`src/rtl/hamming_pkg.sv`:
```
// Shared definitions for the parametrised UART-fed Hamming decoder: code
// geometry helpers, receiver FSM states and the UART idle level.
package hamming_pkg;

  localparam logic UART_IDLE_LVL = 1'b1;

  typedef enum logic [2:0] {
    ST_IDLE   = 3'd0,
    ST_START  = 3'd1,
    ST_DATA   = 3'd2,
    ST_PAR    = 3'd3,
    ST_STOP   = 3'd4,
    ST_DECODE = 3'd5
  } uart_state_e;

  function automatic int cw_len(input int r);
    return (1 << r) - 1;
  endfunction

  function automatic int data_len(input int r);
    return cw_len(r) - r;
  endfunction

  function automatic bit is_pow2(input int pos);
    return (pos > 0) && ((pos & (pos - 1)) == 0);
  endfunction

endpackage

```
`src/rtl/hamming_uart_decoder_p_syndrome_corr.sv`:
```
// Combinational Hamming syndrome / single-bit correction. Codeword bit i-1
// carries position i; data bits are the non-power-of-two positions, ascending.
module hamming_syndrome_corr
  import hamming_pkg::*;
#(
  parameter  int R_BITS = 4,
  localparam int N      = cw_len(R_BITS),
  localparam int K      = data_len(R_BITS)
) (
  input  logic [N-1:0]      cw,
  input  logic              par_bit,
  output logic [K-1:0]      data_corr,
  output logic [K-1:0]      data_raw,
  output logic [R_BITS-1:0] syndrome,
  output logic              pe
);

  function automatic int data_pos(input int k);
    int cnt;
    int res;
    cnt = 0;
    res = 1;
    for (int p = 1; p <= N; p++) begin
      if (!is_pow2(p)) begin
        if (cnt == k) res = p;
        cnt++;
      end
    end
    return res;
  endfunction

  always_comb begin
    syndrome = '0;
    for (int p = 1; p <= N; p++) begin
      if (cw[p-1]) syndrome = syndrome ^ R_BITS'(p);
    end
  end

  assign pe = (^cw) ^ par_bit;

  // A syndrome naming a parity position flips nothing in the data field.
  for (genvar k = 0; k < K; k++) begin : g_map
    localparam int P = data_pos(k);
    assign data_raw[k]  = cw[P-1];
    assign data_corr[k] = cw[P-1] ^ (syndrome == R_BITS'(P));
  end

endmodule

```
`src/rtl/hamming_uart_decoder_p.sv`:
```
// UART-fed Hamming (2^R-1, 2^R-1-R) decoder with single-error correction.
// Define HAMMING_SECDED_EN to add the overall-parity bit and double-error detection.
module hamming_uart_decoder_p
  import hamming_pkg::*;
#(
  parameter int R_BITS  = 4,
  parameter int CLK_DIV = 16
) (
  input  logic                        clk_de,
  input  logic                        rst_de,
  input  logic                        msg_in_de,
  output logic [data_len(R_BITS)-1:0] msg_out_de,
  output logic                        msg_valid_de,
  output logic                        err_corr_de,
  output logic                        err_frame_de
`ifdef HAMMING_SECDED_EN
  ,
  output logic                        err_uncorr_de
`endif
);

  localparam int N     = cw_len(R_BITS);
  localparam int K     = data_len(R_BITS);
  localparam int DIV_W = $clog2(CLK_DIV);
  localparam int BIT_W = $clog2(N + 1);

  localparam logic [DIV_W-1:0] DIV_LAST  = DIV_W'(CLK_DIV - 1);
  localparam logic [DIV_W-1:0] HALF_LAST = DIV_W'(CLK_DIV / 2 - 1);
  localparam logic [BIT_W-1:0] BIT_LAST  = BIT_W'(N - 1);

  logic              sync_p0, sync_p1, sync_p2;
  logic              line, fall;
  uart_state_e       state;
  logic [DIV_W-1:0]  div_cnt;
  logic [BIT_W-1:0]  bit_cnt;
  logic              tick_full, tick_half;
  logic [N-1:0]      cw_p0;
  logic              par_bit;
  logic [K-1:0]      data_corr, data_raw;
  logic [R_BITS-1:0] syndrome;
  logic              pe;

  // Stage p0..p2: two-flop synchroniser plus one history flop for edge detect
  always_ff @(posedge clk_de) begin
    if (rst_de) begin
      sync_p0 <= UART_IDLE_LVL;
      sync_p1 <= UART_IDLE_LVL;
      sync_p2 <= UART_IDLE_LVL;
    end else begin
      sync_p0 <= msg_in_de;
      sync_p1 <= sync_p0;
      sync_p2 <= sync_p1;
    end
  end

  assign line      = sync_p1;
  assign fall      = (sync_p2 == UART_IDLE_LVL) && (sync_p1 != UART_IDLE_LVL);
  assign tick_full = (div_cnt == DIV_LAST);
  assign tick_half = (div_cnt == HALF_LAST);

  always_ff @(posedge clk_de) begin
    if (state == ST_DATA && tick_full) cw_p0 <= {line, cw_p0[N-1:1]};
  end

`ifdef HAMMING_SECDED_EN
  logic par_p0;
  always_ff @(posedge clk_de) begin
    if (state == ST_PAR && tick_full) par_p0 <= line;
  end
  assign par_bit = par_p0;
`else
  assign par_bit = 1'b0;
  logic [K-1:0] data_raw_unused;
  logic         pe_unused;
  assign data_raw_unused = data_raw;
  assign pe_unused       = pe;
`endif

  hamming_syndrome_corr #(
    .R_BITS (R_BITS)
  ) u_syndrome_corr (
    .cw        (cw_p0),
    .par_bit   (par_bit),
    .data_corr (data_corr),
    .data_raw  (data_raw),
    .syndrome  (syndrome),
    .pe        (pe)
  );

  // Receiver FSM; DECODE registers the result so valid lands one cycle later
  always_ff @(posedge clk_de) begin
    if (rst_de) begin
      state        <= ST_IDLE;
      div_cnt      <= '0;
      bit_cnt      <= '0;
      msg_out_de   <= '0;
      msg_valid_de <= 1'b0;
      err_corr_de  <= 1'b0;
      err_frame_de <= 1'b0;
`ifdef HAMMING_SECDED_EN
      err_uncorr_de <= 1'b0;
`endif
    end else begin
      msg_valid_de <= 1'b0;
      err_corr_de  <= 1'b0;
      err_frame_de <= 1'b0;
`ifdef HAMMING_SECDED_EN
      err_uncorr_de <= 1'b0;
`endif
      case (state)
        ST_IDLE: begin
          div_cnt <= '0;
          bit_cnt <= '0;
          if (fall) state <= ST_START;
        end
        ST_START: begin
          if (tick_half) begin
            div_cnt <= '0;
            state   <= (line == UART_IDLE_LVL) ? ST_IDLE : ST_DATA;
          end else begin
            div_cnt <= div_cnt + DIV_W'(1);
          end
        end
        ST_DATA: begin
          if (tick_full) begin
            div_cnt <= '0;
            bit_cnt <= bit_cnt + BIT_W'(1);
            if (bit_cnt == BIT_LAST) begin
`ifdef HAMMING_SECDED_EN
              state <= ST_PAR;
`else
              state <= ST_STOP;
`endif
            end
          end else begin
            div_cnt <= div_cnt + DIV_W'(1);
          end
        end
`ifdef HAMMING_SECDED_EN
        ST_PAR: begin
          if (tick_full) begin
            div_cnt <= '0;
            state   <= ST_STOP;
          end else begin
            div_cnt <= div_cnt + DIV_W'(1);
          end
        end
`endif
        ST_STOP: begin
          if (tick_full) begin
            div_cnt <= '0;
            if (line != UART_IDLE_LVL) begin
              err_frame_de <= 1'b1;
              state        <= ST_IDLE;
            end else begin
              state <= ST_DECODE;
            end
          end else begin
            div_cnt <= div_cnt + DIV_W'(1);
          end
        end
        ST_DECODE: begin
          state        <= ST_IDLE;
          msg_valid_de <= 1'b1;
`ifdef HAMMING_SECDED_EN
          if (syndrome != '0 && !pe) begin
            msg_out_de    <= data_raw;
            err_uncorr_de <= 1'b1;
          end else begin
            msg_out_de  <= data_corr;
            err_corr_de <= (syndrome != '0) || pe;
          end
`else
          msg_out_de  <= data_corr;
          err_corr_de <= (syndrome != '0);
`endif
        end
        default: state <= ST_IDLE;
      endcase
    end
  end

endmodule

```
`config.mk`:
```
export PLATFORM = sky130hd
export DESIGN_NAME = hamming_uart_decoder_p
export DESIGN_NICKNAME = d
export VERILOG_FILES = /design/src/rtl/hamming_pkg.sv /design/src/rtl/hamming_uart_decoder_p_syndrome_corr.sv /design/src/rtl/hamming_uart_decoder_p.sv
export SDC_FILE = /design/constraint.sdc
export NUM_CORES = 1
export LEC_CHECK = 0
export BUFFER_PORTS_ARGS = -buffer_cell sky130_fd_sc_hd__buf_2
export CAP_MARGIN = 5
export CORE_MARGIN = 2
export CORE_UTILIZATION = 55
export DETAILED_ROUTE_END_ITERATION = 8
export GPL_ROUTABILITY_DRIVEN = 0
export PLACE_DENSITY_LB_ADDON = 0.05
export SETUP_SLACK_MARGIN = 0.02
export SYNTH_ARGS = -nofsm -noshare
export SYNTH_HDL_FRONTEND = slang
export SYNTH_SLANG_ARGS = --single-unit
```
`constraint.sdc`:
```
create_clock -name clk_de -period 3.15 [get_ports clk_de]
set_clock_uncertainty 0.15 [all_clocks]
set_input_delay 0 -clock clk_de [delete_from_list [all_inputs] [get_ports clk_de]]
set_output_delay 0 -clock clk_de [all_outputs]
set_load 0.02 [all_outputs]
```
Word level (Yosys, flattened, before mapping)
Cells that the tools add are included.
W data, S select, Z words.
{"block": "op_classes", "addsub": 2, "eq_ne": 23, "muxes": 30, "bitwise_logic": 29, "reduce_logical": 11}
{"cell": "$mux W4", "count": 11}
{"cell": "$eq A4 B4 Y1 const B", "count": 9}
{"cell": "$mux W3", "count": 10}
{"cell": "$eq A4 B3 Y1 const B", "count": 4}
{"cell": "$not A2 Y2", "count": 6}
{"cell": "$not A3 Y3", "count": 4}
{"cell": "$pmux W3 S4", "count": 1}
{"cell": "$pmux W4 S3", "count": 1}
{"cell": "$xor A1 B1 Y1", "count": 11}
{"cell": "$add A4 B1 Y4 const B", "count": 2}
{"cell": "$ne A2 B2 Y1 const B", "count": 4}
{"cell": "$pmux W4 S2", "count": 1}
{"cell": "$eq A3 B3 Y1 const B", "count": 2}
{"cell": "$mux W2", "count": 3}
{"cell": "$reduce_and A5 Y1", "count": 1}
{"cell": "$eq A4 B2 Y1 const B", "count": 1}
{"cell": "$not A1 Y1", "count": 4}
{"cell": "$not A4 Y4", "count": 1}
{"cell": "$reduce_bool A4 Y1", "count": 1}
{"cell": "$reduce_or A2 Y1", "count": 2}
{"cell": "$eq A3 B1 Y1 const B", "count": 1}
{"cell": "$eq A3 B2 Y1 const B", "count": 1}
{"cell": "$logic_not A3 Y1", "count": 1}
{"cell": "$mux W1", "count": 3}
{"cell": "7 further kinds", "count": 10}
{"block": "word_totals", "register_bits": 43, "inputBits": 3, "out_inout_bits": 14, "elab_cells": 106}

Logic depth before layout (Yosys ltp)
{"block": "depth", "depth_word": 28, "ltp_mapped": 8, "ltp_nobuf": 7}

By module
A second synthesis with hierarchy kept.
{"block": "unflattened", "hier_cells": 230, "area_unflattened_um2": 2324.7}
{"mod": "hamming_uart_decoder_p", "instances": 1, "cells_per_inst": 164, "area_per_inst_um2": 1711.6, "seq_area_each_um2": 1011.0}
{"mod": "hamming_syndrome_corr", "instances": 1, "cells_per_inst": 66, "area_per_inst_um2": 613.1, "seq_area_each_um2": 0.0}

Worst setup path before layout
Ideal clock, no wire load.
{"block": "synth_path", "kind": "register to register", "from": "register cw_p0[10]", "to": "register msg_out_de[10]", "setup_time_ps": 74, "arrival_ps": 2007, "required_time_ps": 2926, "path_slack_ps": 918, "path_stages_with_launch": 6, "path_buffers": 0, "synth_period_minus_slack_ps": 2232, "path_cell_list": "edfxtp_1 xor2_1 xnor2_1 a31oi_2 or4b_1 a31oi_1"}
{"block": "synth_via", "elab_chain_len": 11}
{"element": "from (decl)", "line_no": "hamming_uart_decoder_p.sv:37", "text": "logic [N-1:0] cw_p0;"}
{"element": "from (signal assigned)", "line_no": "hamming_uart_decoder_p.sv:62", "text": "if (state == ST_DATA && tick_full) cw_p0 <= {line, cw_p0[N-1:1]};"}
{"element": "$mux W4 *", "line_no": "hamming_uart_decoder_p_syndrome_corr.sv:35", "text": "if (cw[p-1]) syndrome = syndrome ^ R_BITS'(p);"}
{"element": "$not A2 Y2 (no source line)"}
{"element": "$mux W4 *", "line_no": "hamming_uart_decoder_p_syndrome_corr.sv:35"}
{"element": "$not A3 Y3 (no source line)"}
{"element": "$mux W4 *", "line_no": "hamming_uart_decoder_p_syndrome_corr.sv:35"}
{"element": "$not A3 Y3 (no source line)"}
{"element": "$mux W4 *", "line_no": "hamming_uart_decoder_p_syndrome_corr.sv:35"}
{"element": "$not A4 Y4 (no source line)"}
{"element": "$mux W4 *", "line_no": "hamming_uart_decoder_p_syndrome_corr.sv:35"}
{"element": "$eq A4 B4 Y1 *", "line_no": "hamming_uart_decoder_p_syndrome_corr.sv:45", "text": "assign data_corr[k] = cw[P-1] ^ (syndrome == R_BITS'(P));"}
{"element": "$xor A1 B1 Y1 *", "line_no": "hamming_uart_decoder_p_syndrome_corr.sv:45"}
{"element": "to (signal assigned)", "line_no": "hamming_uart_decoder_p.sv:174", "text": "msg_out_de <= data_corr;"}
{"element": "to (decl)", "line_no": "hamming_uart_decoder_p.sv:12", "text": "output logic [data_len(R_BITS)-1:0] msg_out_de,"}
Every way passes the cells marked *; elsewhere a longest branch is shown, timed or not.
A chain may end at the register's enable or synchronous reset.

Worst setup path in the final report
Ends and elaborated chain as after synthesis.

==> impl_metrics.env <==
export IMPL_tightest_slew_ns=0.752
export IMPL_layout_commonest_cell="dfxtp_1"
export IMPL_crit_start="cw_p0[10]$_DFFE_PP_"
export IMPL_cp_max_fo=8
export IMPL_die_height_microns=67.6
export IMPL_crit_required_ns=3.22
export IMPL_dpl_cell_area_sq_um=2340
export IMPL_status="complete, no violations"
export IMPL_grt_use_total_pct=23.7
export IMPL_hpwl_microns=3490
export IMPL_overflow=0
export IMPL_antenna_found_initial=0
export IMPL_cts_setup_buffers=0
export IMPL_power_density_nw_per_um2=396
export IMPL_rsz0062_at_grt="no"
export IMPL_core_area_sq_um=3940
export IMPL_clkTransAtPathRegs_ns=0.08
export IMPL_wire_per_inst_microns=16.8
export IMPL_dr_total_vias=1824
export IMPL_grt_start_max_net_pins=22
export IMPL_die_area_sq_um=4560
export IMPL_htreeDepth=2
export IMPL_synth_distinct_cells=44
export IMPL_initial_utilization_pct=56.4
export IMPL_drive_gt1_share_pct=14.6
export IMPL_async_reset_ff_share_pct=0
export IMPL_synth_fp_nets=236
export IMPL_cts_tree="yes"
export IMPL_hp_start="sync_p0$_SDFF_PP1_"
export IMPL_path_buf_inv=0
export IMPL_area_growth_pct=10.6
export IMPL_dr_pass1_iters=4
export IMPL_stdcell_area_sq_um=2460
export IMPL_crit_path_start_kind="register"
export IMPL_leakage_nw=0.920
export IMPL_yosys_warnings=0
export IMPL_cts_buffer_depth=2
export IMPL_cts_buffers=5
export IMPL_viasPerCell=6.16
export IMPL_grt_pass1_vias=1693
export IMPL_cpPeakStageDelay_ns=0.59
export IMPL_rows=23
export IMPL_layout_common_cells="28 x dfxtp_1, 21 x nand3_1, 20 x nor2_1, 18 x nand2_1, 16 x buf_2"
export IMPL_ys_seq_elements=43
export IMPL_finalPower_mw=0.973
export IMPL_hold_slack_ns=0.269
export IMPL_port_buffers=16
export IMPL_crit_chain="xor2_1 -> xnor2_1 -> a31oi_2 -> or4b_1 -> a31oi_1"
export IMPL_cts_sinks=43
export IMPL_syn_area_per_cell_sq_um=9.66
export IMPL_rr_startpoint="cw_p0[10]$_DFFE_PP_"
export IMPL_syn_cell_area_sq_um=2220
export IMPL_drc=0
export IMPL_diodes=0
export IMPL_clock_latency_ns=0.29
export IMPL_die_w_microns=67.6
export IMPL_ant_nets=0
export IMPL_nets=251
export IMPL_fmax_mhz=389
export IMPL_slew_headroom_pct=49.7
export IMPL_drt_wl_total_microns=4960
export IMPL_tns_ns=0
export IMPL_crit_family="XOR/XNOR gates"
export IMPL_finalCritPeriodShare_pct=81.6
export IMPL_arrival_ns=2.64
export IMPL_post_route_util_pct=62.3
export IMPL_drv_cap=0
export IMPL_yosysSeqAreaShare_pct=45.5
export IMPL_finalHoldViolations=0
export IMPL_synth_flop_cell="dfxtp_1"
export IMPL_synthCells=230
export IMPL_synth_edf_count=15
export IMPL_critPathKind="register to register"
export IMPL_finalSetupViolCount=0
export IMPL_grt_pass1_wl_microns=7920
export IMPL_cts_resized=0
export IMPL_layout_min_cycle_time_ns=2.57
export IMPL_holdCritPathClass="register to register"
export IMPL_initialDrtViolationCount=82
export IMPL_drv_slew=0
export IMPL_cp_end_kind="register"
export IMPL_vdd_drop_max_mv=0.219
export IMPL_root_buffer="clkbuf_8"
export IMPL_crit_slowest_cell="or4b_1"
export IMPL_pin_count=17
## what timing repair did
action | in CTS | in global routing
hold buffers | 2 | 0
setup endpoints to repair | 0 | 0
hold endpoints to repair | 11 | 0
## per-stage QoR
step	setup slack, ns	cells
2_1_floorplan	0.918	230
3_3_place_gp	0.742	286
3_5_place_dp	0.653	286
4_1_cts	0.586	296
5_1_grt	0.394	296
6_report	0.580	296
## cell families (layout without fill, tap and decap cells)
group | after synthesis | after routing | synth area share [%]
buffers and inverters | 17 | 33 | 2.93
AOI/OAI and AO/OA | 45 | 45 | 14.1
xor gates and xnor gates | 22 | 22 | 11.4
adders and majority gates | 4 | 4 | 2.14
DFF | 43 | 43 | 45.5
muxes | 2 | 2 | 0.901
and+or+nand+nor | 97 | 97 | 23.0
## state kept, by name, summed over array words and instances (netlist names), 3 cells and up
name	count
msg_out_de	11
div_cnt	4
cw_p0	15
bit_cnt	4
state	3
## cells in the mapped netlist (2+ instances only)
master / instances / share of area (%)
a21oi_1: 8 / 1.8
a22oi_1: 6 / 2.0
a31oi_1: 5 / 1.4
a32oi_1: 10 / 3.9
and3_1: 2 / 0.56
clkbuf_1: 12 / 2.0
dfxtp_1: 28 / 25
edfxtp_1: 15 / 20
ha_1: 3 / 1.7
inv_1: 4 / 0.68
mux2i_1: 2 / 0.90
nand2_1: 18 / 3.0
nand2b_1: 2 / 0.56
nand3_1: 21 / 4.7
nor2_1: 20 / 3.4
nor2b_1: 2 / 0.56
nor3_1: 5 / 1.1
nor4_1: 3 / 0.84
o211ai_1: 3 / 1.0
o21ai_0: 7 / 1.6
or2_2: 4 / 1.1
or4_1: 10 / 3.4
or4b_1: 2 / 0.90
xnor2_1: 11 / 4.3
xnor2_2: 2 / 1.5
xnor3_1: 2 / 2.0
xor2_1: 6 / 2.4
## metal layers
layer	share of wire, %	GRT usage, %
met5	0	0
met4	2.9	13.3
met3	4.4	4.00
met2	52	44.0
met1	41	24.9
## report_power, final
part / total [mW] / internal [mW] / switching, mW
Sequential: 0.575 / 0.572 / 0.00345
Clock: 0.380 / 0.200 / 0.180
Combinational: 0.0180 / 0.00782 / 0.0102
## cell type report
cell class / count / area [sq um]
flip-flops and latches: 43 / 1010
clock buffers: 8 / 100
inverters: 4 / 15.0
repair buffers: 21 / 123
well taps: 50 / 62.6
multi-input cells: 170 / 1150
fillers: 343 / 1490
## worst paths after layout
kind	to	slack, ns	cells after the start
max	msg_out_de[10]$_SDFFE_PP0P_	0.58	5
min	line$_SDFF_PP1_	0.27	1
min reg2reg	line$_SDFF_PP1_	0.27	1
max reg2reg	msg_out_de[10]$_SDFFE_PP0P_	0.58	5
Power figures use the tool's default switching activity.
